File: src/rtl/axis_spi_frame_writer_pkg.sv
// Shared state encoding and width helper for the AXI-Stream to SPI frame writer.
package axis_spi_frame_writer_pkg;

  typedef enum logic [2:0] {
    ST_IDLE,
    ST_SETUP,
    ST_SHIFT_HI,
    ST_SHIFT_LO,
    ST_GAP
  } state_e;

  // Counter width able to hold 0..v-1, never narrower than one bit.
  function automatic int clog2_min1(input int v);
    return (v <= 2) ? 1 : $clog2(v);
  endfunction

endpackage

File: src/rtl/axis_spi_frame_writer_spi_phase_timer.sv
// Loadable down-counter; tc is high while the count sits at zero.
module spi_phase_timer #(
  parameter int W = 2
) (
  input  logic         aclk,
  input  logic         aresetn,
  input  logic         load,
  input  logic [W-1:0] load_val,
  output logic         tc
);

  logic [W-1:0] cnt_q, cnt_d;

  always_comb begin
    cnt_d = cnt_q;
    if (load)
      cnt_d = load_val;
    else if (cnt_q != '0)
      cnt_d = cnt_q - W'(1);
  end

  always_ff @(posedge aclk) begin
    if (!aresetn) cnt_q <= '0;
    else          cnt_q <= cnt_d;
  end

  assign tc = (cnt_q == '0);

endmodule

File: src/rtl/axis_spi_frame_writer.sv
// Splits one AXI-Stream word into FRAMES SPI mode-0 frames, MSB frame first,
// with a chip-select pulse per frame. Words arriving while busy set a sticky overrun.
module axis_spi_frame_writer
  import axis_spi_frame_writer_pkg::*;
#(
  parameter int FRAME_WIDTH = 24,
  parameter int FRAMES      = 3,
  parameter int CLK_DIV     = 4,
  parameter int CS_GAP      = 4
) (
  input  logic                          aclk,
  input  logic                          aresetn,
  input  logic [FRAME_WIDTH*FRAMES-1:0] s_axis_tdata,
  input  logic                          s_axis_tvalid,
  output logic                          s_axis_tready,
  output logic                          spi_sclk,
  output logic                          spi_mosi,
  output logic                          spi_cs_n,
  output logic                          busy,
  output logic                          overrun
);

  localparam int DW = FRAME_WIDTH * FRAMES;
  localparam int TW = clog2_min1((CLK_DIV > CS_GAP) ? CLK_DIV : CS_GAP);
  localparam int BW = clog2_min1(FRAME_WIDTH);
  localparam int FW = clog2_min1(FRAMES);
  localparam logic [TW-1:0] DIV_LD   = TW'(CLK_DIV - 1);
  localparam logic [TW-1:0] GAP_LD   = TW'(CS_GAP - 1);
  localparam logic [BW-1:0] BIT_LAST = BW'(FRAME_WIDTH - 1);
  localparam logic [FW-1:0] FRM_LAST = FW'(FRAMES - 1);

  state_e          state_q, state_d;
  logic [DW-1:0]   shreg_q, shreg_d;
  logic [BW-1:0]   bit_cnt_q, bit_cnt_d;
  logic [FW-1:0]   frame_cnt_q, frame_cnt_d;
  logic            last_q, last_d;
  logic            sclk_q, sclk_d;
  logic            mosi_q, mosi_d;
  logic            cs_n_q, cs_n_d;
  logic            busy_q, busy_d;
  logic            overrun_q, overrun_d;
  logic            tmr_load, tmr_tc;
  logic [TW-1:0]   tmr_val;

  assign s_axis_tready = (state_q == ST_IDLE) & aresetn;

  spi_phase_timer #(.W(TW)) u_timer (
    .aclk     (aclk),
    .aresetn  (aresetn),
    .load     (tmr_load),
    .load_val (tmr_val),
    .tc       (tmr_tc)
  );

  always_comb begin
    state_d     = state_q;
    shreg_d     = shreg_q;
    bit_cnt_d   = bit_cnt_q;
    frame_cnt_d = frame_cnt_q;
    last_d      = last_q;
    sclk_d      = sclk_q;
    mosi_d      = mosi_q;
    cs_n_d      = cs_n_q;
    busy_d      = busy_q;
    overrun_d   = overrun_q;
    tmr_load    = 1'b0;
    tmr_val     = DIV_LD;
    if (s_axis_tvalid && state_q != ST_IDLE) overrun_d = 1'b1;
    case (state_q)
      ST_IDLE: if (s_axis_tvalid && s_axis_tready) begin
        state_d     = ST_SETUP;
        shreg_d     = s_axis_tdata;
        bit_cnt_d   = '0;
        frame_cnt_d = '0;
        last_d      = 1'b0;
        sclk_d      = 1'b0;
        cs_n_d      = 1'b0;
        mosi_d      = s_axis_tdata[DW-1];
        busy_d      = 1'b1;
        tmr_load    = 1'b1;
      end
      ST_SETUP: if (tmr_tc) begin
        state_d  = ST_SHIFT_HI;
        sclk_d   = 1'b1;
        tmr_load = 1'b1;
      end
      ST_SHIFT_HI: if (tmr_tc) begin
        state_d  = ST_SHIFT_LO;
        sclk_d   = 1'b0;
        tmr_load = 1'b1;
        // After the last bit the LSB stays on mosi; otherwise present the next bit.
        if (bit_cnt_q == BIT_LAST) begin
          last_d = 1'b1;
        end else begin
          shreg_d   = shreg_q << 1;
          mosi_d    = shreg_q[DW-2];
          bit_cnt_d = bit_cnt_q + BW'(1);
        end
      end
      ST_SHIFT_LO: if (tmr_tc) begin
        tmr_load = 1'b1;
        if (last_q) begin
          state_d = ST_GAP;
          cs_n_d  = 1'b1;
          mosi_d  = 1'b0;
          tmr_val = GAP_LD;
        end else begin
          state_d = ST_SHIFT_HI;
          sclk_d  = 1'b1;
        end
      end
      ST_GAP: if (tmr_tc) begin
        if (frame_cnt_q != FRM_LAST) begin
          // One more shift brings the next frame's MSB to the top.
          state_d     = ST_SETUP;
          frame_cnt_d = frame_cnt_q + FW'(1);
          shreg_d     = shreg_q << 1;
          mosi_d      = shreg_q[DW-2];
          cs_n_d      = 1'b0;
          bit_cnt_d   = '0;
          last_d      = 1'b0;
          tmr_load    = 1'b1;
        end else begin
          state_d = ST_IDLE;
          busy_d  = 1'b0;
        end
      end
      default: state_d = ST_IDLE;
    endcase
  end

  always_ff @(posedge aclk) begin
    if (!aresetn) begin
      state_q     <= ST_IDLE;
      shreg_q     <= '0;
      bit_cnt_q   <= '0;
      frame_cnt_q <= '0;
      last_q      <= 1'b0;
      sclk_q      <= 1'b0;
      mosi_q      <= 1'b0;
      cs_n_q      <= 1'b1;
      busy_q      <= 1'b0;
      overrun_q   <= 1'b0;
    end else begin
      state_q     <= state_d;
      shreg_q     <= shreg_d;
      bit_cnt_q   <= bit_cnt_d;
      frame_cnt_q <= frame_cnt_d;
      last_q      <= last_d;
      sclk_q      <= sclk_d;
      mosi_q      <= mosi_d;
      cs_n_q      <= cs_n_d;
      busy_q      <= busy_d;
      overrun_q   <= overrun_d;
    end
  end

  assign spi_sclk = sclk_q;
  assign spi_mosi = mosi_q;
  assign spi_cs_n = cs_n_q;
  assign busy     = busy_q;
  assign overrun  = overrun_q;

endmodule

File: config.mk
export PLATFORM = sky130hd
export DESIGN_NAME = axis_spi_frame_writer
export DESIGN_NICKNAME = d
export VERILOG_FILES = /design/src/rtl/axis_spi_frame_writer_pkg.sv /design/src/rtl/axis_spi_frame_writer_spi_phase_timer.sv /design/src/rtl/axis_spi_frame_writer.sv
export SDC_FILE = /design/constraint.sdc
export NUM_CORES = 1
export LEC_CHECK = 0
export ABC_AREA = 1
export CAP_MARGIN = 20
export CORE_MARGIN = 5
export CORE_UTILIZATION = 49
export DETAILED_ROUTE_END_ITERATION = 10
export PLACE_DENSITY = 0.77
export RECOVER_POWER = 50
export SYNTH_ARGS = -nofsm -noshare
export SYNTH_HDL_FRONTEND = slang
export SYNTH_SLANG_ARGS = --single-unit
File: constraint.sdc
create_clock -name aclk -period 1.85 [get_ports aclk]
set_input_delay 0.555 -clock aclk [delete_from_list [all_inputs] [get_ports aclk]]
set_output_delay 0.555 -clock aclk [all_outputs]
set_load 0.005 [all_outputs]
==> results of run 1 <==
==> layout make-up <==
cell class	instances	area share, %
Timing Repair Buffer	116	18.80
Sequential cell	89	27.93
Tap cell	136	2.660
Clock inverter	5	0.6455
Multi-Input combinational cell	632	42.23
Inverter	94	5.516
Clock buffer	11	2.210
==> layer usage <==
metal	wire, microns	share of wire, %	vias up	GRT usage (%)
li1	-	-	2831	-
met1	5576	48	2263	23.15
met2	5307	46	108	30.88
met3	465	4.0	11	2.480
met4	162	1.4	0	5.449
met5	0	0	-	0
==> cell usage after synthesis (2+ instances only) <==
master / n / area [sq um]
ha_1: 3 / 37.54
buf_4: 3 / 22.52
buf_6: 8 / 90.09
nand4_1: 5 / 31.28
nand3_1: 87 / 435.4
a21oi_1: 81 / 405.4
dfxtp_1: 89 / 1782
inv_1: 92 / 345.3
nor3_1: 2 / 10.01
nor2_1: 107 / 401.6
buf_1: 9 / 33.78
clkbuf_1: 6 / 22.52
nand2_1: 325 / 1220
nand2_2: 4 / 25.02
o21ai_0: 10 / 50.05
buf_2: 31 / 155.2
nor2_4: 2 / 22.52
==> power breakdown <==
group	internal [W]	leakage [nW]	switching [W]	total [W]
registers	0.00264	0.739	0.000380	0.00302
logic	0.00204	2.53	0.00260	0.00463
clock network	0.000533	0.0857	0.000713	0.00125
==> through the flow <==
stage	instance area (sq um)	cells	power (W)	setup TNS, ns
global placement	6217	1067	0.007627	-14.11
CTS	6402	1083	0.008973	0
global route	6396	1083	0.009806	0
floorplan	5162	873	0.006543	0
detailed placement	6217	1067	0.007704	-15.54
finish	6396	1083	0.008901	0
==> sequential cells by signal, summed over array words and instances, names as in the netlist <==
name / count
shreg_q: 71
spi_cs_n: 1
state_q: 3
overrun: 1
bit_cnt_q: 5
spi_sclk: 1
spi_mosi: 1
last_q: 1
busy: 1
frame_cnt_q: 2
u_timer.cnt_q: 2
==> kinds of logic after synthesis <==
| group | Yosys count |
|---|---|
| fa+ha+maj | 3 |
| compound gates | 96 |
| buf+inv | 152 |
| simple gates | 533 |
| flops | 89 |
==> timing repair <==
| action | CTS | global route |
|---|---|---|
| setup buffers | 0 | 0 |
| pin swaps | 0 | 3 |
| endpoints found under the setup margin | 1 | 62 |
| resized for setup | 3 | 5 |
==> path summary, 6_finish.rpt <==
kind | depth (start not counted) | slack [ns] | from | to
setup / recovery | 1 | 0.09 | spi_cs_n | spi_cs_n
hold / removal | 2 | 0.49 | shreg_q[10] | shreg_q[10]
setup reg to reg | 11 | 0.18 | u_timer.cnt_q[0] | shreg_q[65]
hold reg to reg | 2 | 0.49 | shreg_q[10] | shreg_q[10]
==> reports/metrics.cfg, run 1 <==
[run_status]
outcome = complete, no violations

[detailed_routing]
via_count = 5213
route.detailed.drc = 0
detail_route.vias_per_cell = 4.813
antenna_left = 0
drt_iter0_drc = 294
wl_mm = 11.51
drt_pass1_iterations = 4
drt-wirelength-per-cell_microns = 10.63

[global_routing]
grt_pass1_vias = 4523
overflow = 0
grt_usage_pct = 17.91
grt_pass1_wl_mm = 19.62
antenna_found_initial = 0
grt_max_degree = 87

[logic_synthesis]
synthesis.yosys.warnings = 0
syn_area_per_cell_sq_um = 5.913
synth_edf_count = 0
synth_mux_area_share_pct = 0
synth_top_family_by_area = simple AND/OR/NAND/NOR gates
synth-adder-area-share_pct = 0.7271
ys_types = 26
synth_ff_type = dfxtp_1
synthSimpleGateAreaFrac_pct = 41.69
synth-seq-cells = 89
synth_area_sq_mm = 0.005162
synthArstFlopShare_pct = 0
synthXorXnorAreaFrac_pct = 0
synth_nets = 951
syn_inst = 873
seq_area_frac_synth_pct = 34.51
synth_compound_gate_area_share_pct = 9.670

[placement]
hpwl_mm = 7.783
io_buffers = 80
place_ws_ns = -0.2212
place.gp.congestion = 0.8554

[run]
cap_violations = 0

[floorplan]
fp.dieArea_sq_mm = 0.01269
std_cell_rows = 37
boundaryPins = 81
die_h_microns = 112.6
core_sq_mm = 0.01032
die_x_microns = 112.6
initial_core_util_pct = 50.01

[clock_tree]
cts_inserted_buffers = 9
htree_levels = 3
clkLatencyLatePin_ns = 0.35
clk_pin_slew_ns = 0.09
cts_buffer_depth = 2
cts_root_buffer = clkbuf_8
holdBufCountCts = 0
clock-sinks = 89
tritoncts = built

[final_layout]
fin_util_pct = 61.96
antenna_cells = 0
final_common_cell = nand2_1
final_cell_mix = 323 x nand2_1, 106 x nor2_1, 92 x inv_1
syn2layout_area_growth_pct = 23.90
drive_above_1_share_pct = 6.758
nNetsFinal = 1020
fillCellCount = 983
regArea_sq_mm = 0.001787
multi_input_area_sq_mm = 0.002701

[sta]
finalHoldViolations = 0
worst_pin_slew_ns = 0.8695
worst_hold_slack_ns = 0.4856
fmax_mhz = 567.8
finalCriticalPeriod_ns = 1.761
final_max_slew_viol_count = 0
relSlewSlack_pct = 42.03
setup_viol_count_final = 0
setup_ws_ns = 0.08886
period_share_pct = 95.20
rsz0062_at_grt = false
skew_ns = 0.01195

[critical_path]
crit_slowest_cell = clkdlybuf4s50_1
cp-start-kind = flip-flop
crit_family = buffers and inverters
path_buf_inv = 1
critPathRequiredTime_ns = 1.29
slowest_delay_ns = 0.51
critPathCaptureType = output port
crit_chain = clkdlybuf4s50_1
critical_path.max_fanout = 2
worst-setup-path-type = reg -> out
cp.arrival_ns = 1.21

[pwr]
peakVddDrop_mv = 0.6873
p_leak_nw = 3.357
power.density_mw_per_mm2 = 1392

[worst_hold_path]
min_path_type = reg -> reg

(Power assumes the default switching activity.)
==> inputs of run 2 (changes only) <==
--- a/config.mk
+++ b/config.mk
@@ -10,7 +10,7 @@
 export CORE_MARGIN = 5
 export CORE_UTILIZATION = 49
 export DETAILED_ROUTE_END_ITERATION = 10
-export PLACE_DENSITY = 0.77
+export PLACE_DENSITY = 0.84
 export RECOVER_POWER = 50
 export SYNTH_ARGS = -nofsm -noshare
 export SYNTH_HDL_FRONTEND = slang
==> run 2 against run 1 <==
Register-to-register slack worse by 0.07 ns; combinational power is 4.5% higher; routed wire length is 4.6% higher; critical path type unchanged; first-iteration DRC count is 12% higher; highest routed layer unchanged; sequential share of layout area is 0.51 points lower; sequential cell count stayed put; cell area is 2.0% higher; clock skew is 0.0038 ns higher; count of clock-buffer cells in the layout is 2 lower; via count is 1.4% higher; hold slack worse by 0.0093 ns.
==> reports/metrics.cfg, run 2 (same netlist as run 1, synthesis figures left out) <==
[run_status]
outcome = complete, no violations  ; unchanged

[placement]
hpwl_mm = 7.749  ; was 7.783 mm
place_ws_ns = -0.2788  ; was -0.2212 ns
io_buffers = 80  ; unchanged
place.gp.congestion = 0.9136  ; was 0.8554

[sta]
finalHoldViolations = 0  ; unchanged
fmax_mhz = 563.6  ; was 567.8 MHz
setup_viol_count_final = 0  ; unchanged
period_share_pct = 95.90  ; was 95.20%
relSlewSlack_pct = 43.36  ; was 42.03%
finalSetupTns_ns = 0  ; unchanged
final_max_slew_viol_count = 0  ; unchanged
skew_ns = 0.01576  ; was 0.01195 ns
setup_ws_ns = 0.07582  ; was 0.08886 ns
finalCriticalPeriod_ns = 1.774  ; was 1.761 ns
worst_pin_slew_ns = 0.8496  ; was 0.8695 ns

[final_layout]
final_common_cell = nand2_1  ; unchanged
largest_reg_flops = 71  ; unchanged
fillCellCount = 956  ; was 983
final_cell_mix = 320 x nand2_1, 106 x nor2_1, 92 x inv_1  ; was 323 x nand2_1, 106 x nor2_1, 92 x inv_1
nNetsFinal = 1022  ; was 1,020
multi_input_area_sq_mm = 0.002728  ; was 0.002701 sq mm
drive_above_1_share_pct = 7.798  ; was 6.758%
regArea_sq_mm = 0.001789  ; was 0.001787 sq mm
syn2layout_area_growth_pct = 26.37  ; was 23.90%
antenna_cells = 0  ; unchanged
top_regs = shreg_q (71), bit_cnt_q (5), state_q (3)  ; unchanged
top_register = shreg_q  ; unchanged

[floorplan]
die_h_microns = 112.6  ; unchanged
core_sq_mm = 0.01032  ; unchanged
initial_core_util_pct = 50.01  ; unchanged
fp.dieArea_sq_mm = 0.01269  ; unchanged
boundaryPins = 81  ; unchanged
std_cell_rows = 37  ; unchanged
die_x_microns = 112.6  ; unchanged

[pwr]
fin_total_pwr_w = 0.009410  ; was 0.008901 W
pwr-share-seq_pct = 32.3  ; was 33.9%
power.density_mw_per_mm2 = 1442  ; was 1392 mW/mm^2
switching_share_pct = 40.69  ; was 41.46%
peakVddDrop_mv = 0.7096  ; was 0.6873 mV
pwr-share-comb_pct = 51.5  ; was 52.0%
clkPwrFrac_pct = 16.2  ; was 14.0%
p_int_w = 0.005581  ; was 0.005211 W
p_leak_nw = 3.400  ; was 3.357 nW
switchingPower_w = 0.003829  ; was 0.003690 W

[global_routing]
globalRouteMet2Util_pct = 31.36  ; was 30.88%
grt_max_degree = 84  ; was 87
grt_pass1_vias = 4684  ; was 4,523
busiest_layer = met2  ; unchanged
antenna_found_initial = 0  ; unchanged
grt_usage_pct = 18.31  ; was 17.91%
overflow = 0  ; unchanged
grt_use_met1_pct = 23.65  ; was 23.15%
grt_pass1_wl_mm = 20.06  ; was 19.62 mm
gr-usage-met3_pct = 3.019  ; was 2.480%

[critical_path]
crit_chain = clkdlybuf4s50_1  ; unchanged
slowest_delay_ns = 0.51  ; about the same
crit_family = buffers and inverters  ; unchanged
worst-setup-path-type = reg -> out  ; unchanged
critPathRequiredTime_ns = 1.29  ; about the same
path_buf_inv = 1  ; unchanged
cp.arrival_ns = 1.22  ; was 1.21 ns
critical_path.max_fanout = 2  ; unchanged
crit_slowest_cell = clkdlybuf4s50_1  ; unchanged
critPathCaptureType = output port  ; unchanged
cp-start-kind = flip-flop  ; unchanged

[clock_tree]
cts_inserted_buffers = 9  ; unchanged
cts_root_buffer = clkbuf_8  ; unchanged
clock-sinks = 89  ; unchanged
tritoncts = built  ; unchanged
holdBufCountCts = 0  ; unchanged
htree_levels = 3  ; unchanged
clkLatencyLatePin_ns = 0.36  ; was 0.35 ns
cts_buffer_depth = 2  ; unchanged
clk_pin_slew_ns = 0.09  ; about the same

[run]
cap_violations = 0  ; unchanged

[worst_hold_path]
min_path_type = in -> reg  ; was reg -> reg

[detailed_routing]
wl_mm = 12.04  ; was 11.51 mm
via_count = 5286  ; was 5,213
drt-wirelength-per-cell_microns = 11.09  ; was 10.63 microns
drt_iter0_drc = 328  ; was 294
detail_route.vias_per_cell = 4.872  ; was 4.813
route.detailed.drc = 0  ; unchanged
antenna_left = 0  ; unchanged
drt_pass1_iterations = 5  ; was 4

[run 2: cell count changes in the layout (fill, tap and decap cells not counted), moves of 2 or more]
cell	before	now
dfxtp_2	1	3
clkbuf_1	4	1
dfxtp_1	87	85
bufinv_16	0	2
clkinv_4	3	0
inv_6	0	2
nand2_1	323	320
[run 2: worst paths after layout]
| path | endpoint | slack [ns] | from | cells after the start |
|---|---|---|---|---|
| worst min register to register | shreg_q[62] | 0.49 | shreg_q[62] | 2 |
| worst max register to register | shreg_q[25] | 0.11 | state_q[0] | 12 |
| worst min-delay path | spi_cs_n | 0.48 | aresetn | 2 |
| worst max-delay path | spi_mosi | 0.08 | spi_mosi | 1 |
[run 2: final cells by class]
| cell class | count | area share (%) |
|---|---|---|
| repair buffers | 118 | 19.29 |
| clock inverters | 7 | 1.554 |
| inverters | 94 | 5.409 |
| multi-input cells | 632 | 41.81 |
| well taps | 136 | 2.608 |
| flip-flops and latches | 89 | 27.43 |
| clock buffers | 9 | 1.899 |
[run 2: routing by layer]
| metal | vias to the layer above | wire length [microns] |
|---|---|---|
| met4 | 0 | 227 |
| met2 | 144 | 5476 |
| met1 | 2289 | 5646 |
| li1 | 2833 | - |
| met5 | - | 0 |
| met3 | 20 | 688 |
[run 2: stage by stage]
| step | std cells | utilization, % | cell area [sq um] | hold WS (ns) |
|---|---|---|---|---|
| after floorplan | 873 | - | 5162 | 0.4463 |
| after global placement | 1066 | 60.39 | 6235 | 0.4593 |
| after detailed placement | 1066 | 60.39 | 6235 | 0.4684 |
| after CTS | 1083 | 62.72 | 6475 | 0.4758 |
| after global routing | 1085 | 63.19 | 6524 | 0.4807 |
| final | 1085 | 63.19 | 6524 | 0.4763 |
[run 2: what timing repair did]
item	in CTS	in global routing
setup endpoints to repair	3	23
gates cloned	0	1
pin swaps	0	2
buffers inserted	1	1
hold endpoints to repair	0	0
gates resized for setup	6	12
[run 2: power groups by stage]
stage / sequential, W / clock, W / combinational [W]
floorplan: 0.00297 / 0 / 0.00358
global placement: 0.00304 / 0 / 0.00459
detailed placement: 0.00306 / 0 / 0.00468
CTS: 0.00302 / 0.00155 / 0.00473
global route: 0.00312 / 0.00163 / 0.00559
finish: 0.00304 / 0.00153 / 0.00484
==> patch (settings of run 2) <==
Register the output `overrun` once more, cleared by the reset; this adds one clock of latency there. The other outputs are not delayed to match.
--- a/src/rtl/axis_spi_frame_writer.sv
+++ b/src/rtl/axis_spi_frame_writer.sv
@@ -160,5 +160,11 @@
   assign spi_cs_n = cs_n_q;
   assign busy     = busy_q;
-  assign overrun  = overrun_q;
+  always_ff @(posedge aclk) begin
+    if (!aresetn) begin
+      overrun <= '0;
+    end else begin
+      overrun <= overrun_q;
+    end
+  end
 
 endmodule
Check against the original RTL: not equivalent (Yosys sat finds a counterexample within 4 cycles, from zero or initial values and one cycle with aresetn low).
==> patch against run 2 <==
  * Routed wire length is 5.8% lower
  * Synthesized cell count is 1.0% lower
  * Design area is 5.1% lower
  * Critical endpoint unchanged
  * Clock power is 8% lower
  * First-iteration DRC count is 17% lower
  * Total power is 8.2% higher
  * Fmax is 0.56% lower
  * Hold slack worse by 26 ps
  * Worst setup slack worse by 10 ps
  * Area after synthesis is 2.3% lower
  * Sequential cell count is 1 higher
  * Die area is 2.1% lower
==> patch: results (changes against run 2) <==
stage;metric;value;unit;change
status;outcome;complete, no violations;;
grt;first-pass GRT wire length;18.8;mm;-6.2%
layout;non-clk buf share;16.7;%;-2.6 points
layout;fraction of area in multi-input gates;42.0;%;+0.19 points
synthesis;synthesized-area fraction occupied by adder cells;0.744;%;+0.017 points
layout;non-clock buffer count in the final layout;102;;-14%
synthesis;largest cells by area after synthesis;dfxtp_1 36%, nand2_1 24%, nor2_1 12%;;
layout;clock tree cell share of total cell area;3.35;%;-0.097 points
power;sequential logic power;3.27;mW;+7.6%
layout;number of inverters outside the clock class in the layout;100;;+6.4%
grt;met3 layer usage reported by global route;4.24;%;+1.2 points
setup_path;R2R depth;9;;-3
routing;number of DRC markers after the initial detailed-route iteration;273;;-17%
worst_hold_path;worst hold-check path type;reg2reg;;
grt;Total GRT Usage;17.6;%;-0.69 points
power;switching share of power;45.2;%;+4.5 points
placed_design;routability congestion estimate;0.895;;-2.0%
routing;WL met3;630;um;-8.4%
synthesis;flop and latch count out of synthesis;90;;+1.1%
setup_path;end of the worst register-to-register path;shreg_q[55];;
grt;maximum number of pins on one net before global-route repair;80;;-4.8%
timing;Worst Clk Skew;10.7;ps;-5.05 ps
synthesis;Synth Net Count;942;;-0.95%
grt;met2 GRT Util;30.2;%;-1.2 points
synthesis;Yosys cell types;23;;-12%
setup_path;reg-to-reg startpoint;bit_cnt_q[1];;
routing;met2 layer wire length in the routed design;5.36;mm;-2.2%
layout;multi-input gates;624;;-1.3%
layout;post-route standard cell area excluding fillers;0.00619;mm^2;-5.1%
synthesis;cell types with the highest counts after synthesis;328 x nand2_1, 167 x nor2_1, 99 x inv_1;;
layout;share of the final layout cell area in sequential cells;29.1;%;+1.7 points
placed_design;worst slack at placement;-305;ps;-26.4 ps
layout;share of layout cells above drive strength 1;5.90;%;-1.9 points
layout;layout filler cell count;955;;-0.10%
timing;pin slew with the least headroom to its limit;443;ps;-407 ps
synthesis;register area share after synthesis;35.7;%;+1.2 points
routing;drt via density;4.71;;-3.3%
layout;Nets;1005;;-1.7%
## patch: cell count changes in the layout (fill, tap and decap cells not counted), sizes merged, moves of 2 or more
cell   delta
inv       +7
nand4     -2
o21ai     -4
nand2     +3
a21oi    -67
buf      -16
nor2     +62
## patch: worst min-delay path by stage
| stage | slack (ps) | depth (start not counted) | startpoint | to |
|---|---|---|---|---|
| floorplan | 400 | 2 | overrun_q | overrun |
| finish | 450 | 2 | overrun_q | overrun |
| global route | 470 | 2 | overrun_q | overrun |
| CTS | 460 | 2 | overrun_q | overrun |
| global placement | 430 | 2 | overrun_q | overrun |
| detailed placement | 430 | 2 | overrun_q | overrun |
## patch: through the flow
step | power [mW] | setup TNS, ps | instances | hold slack (ps)
after floorplan | 7.59 | 0 | 864 | 405
after detailed placement | 8.65 | -16900 | 1050 | 433
after global placement | 8.51 | -14190 | 1050 | 426
after CTS | 10.1 | 0 | 1067 | 458
final | 10.2 | 0 | 1068 | 450
after global routing | 11.3 | 0 | 1068 | 475
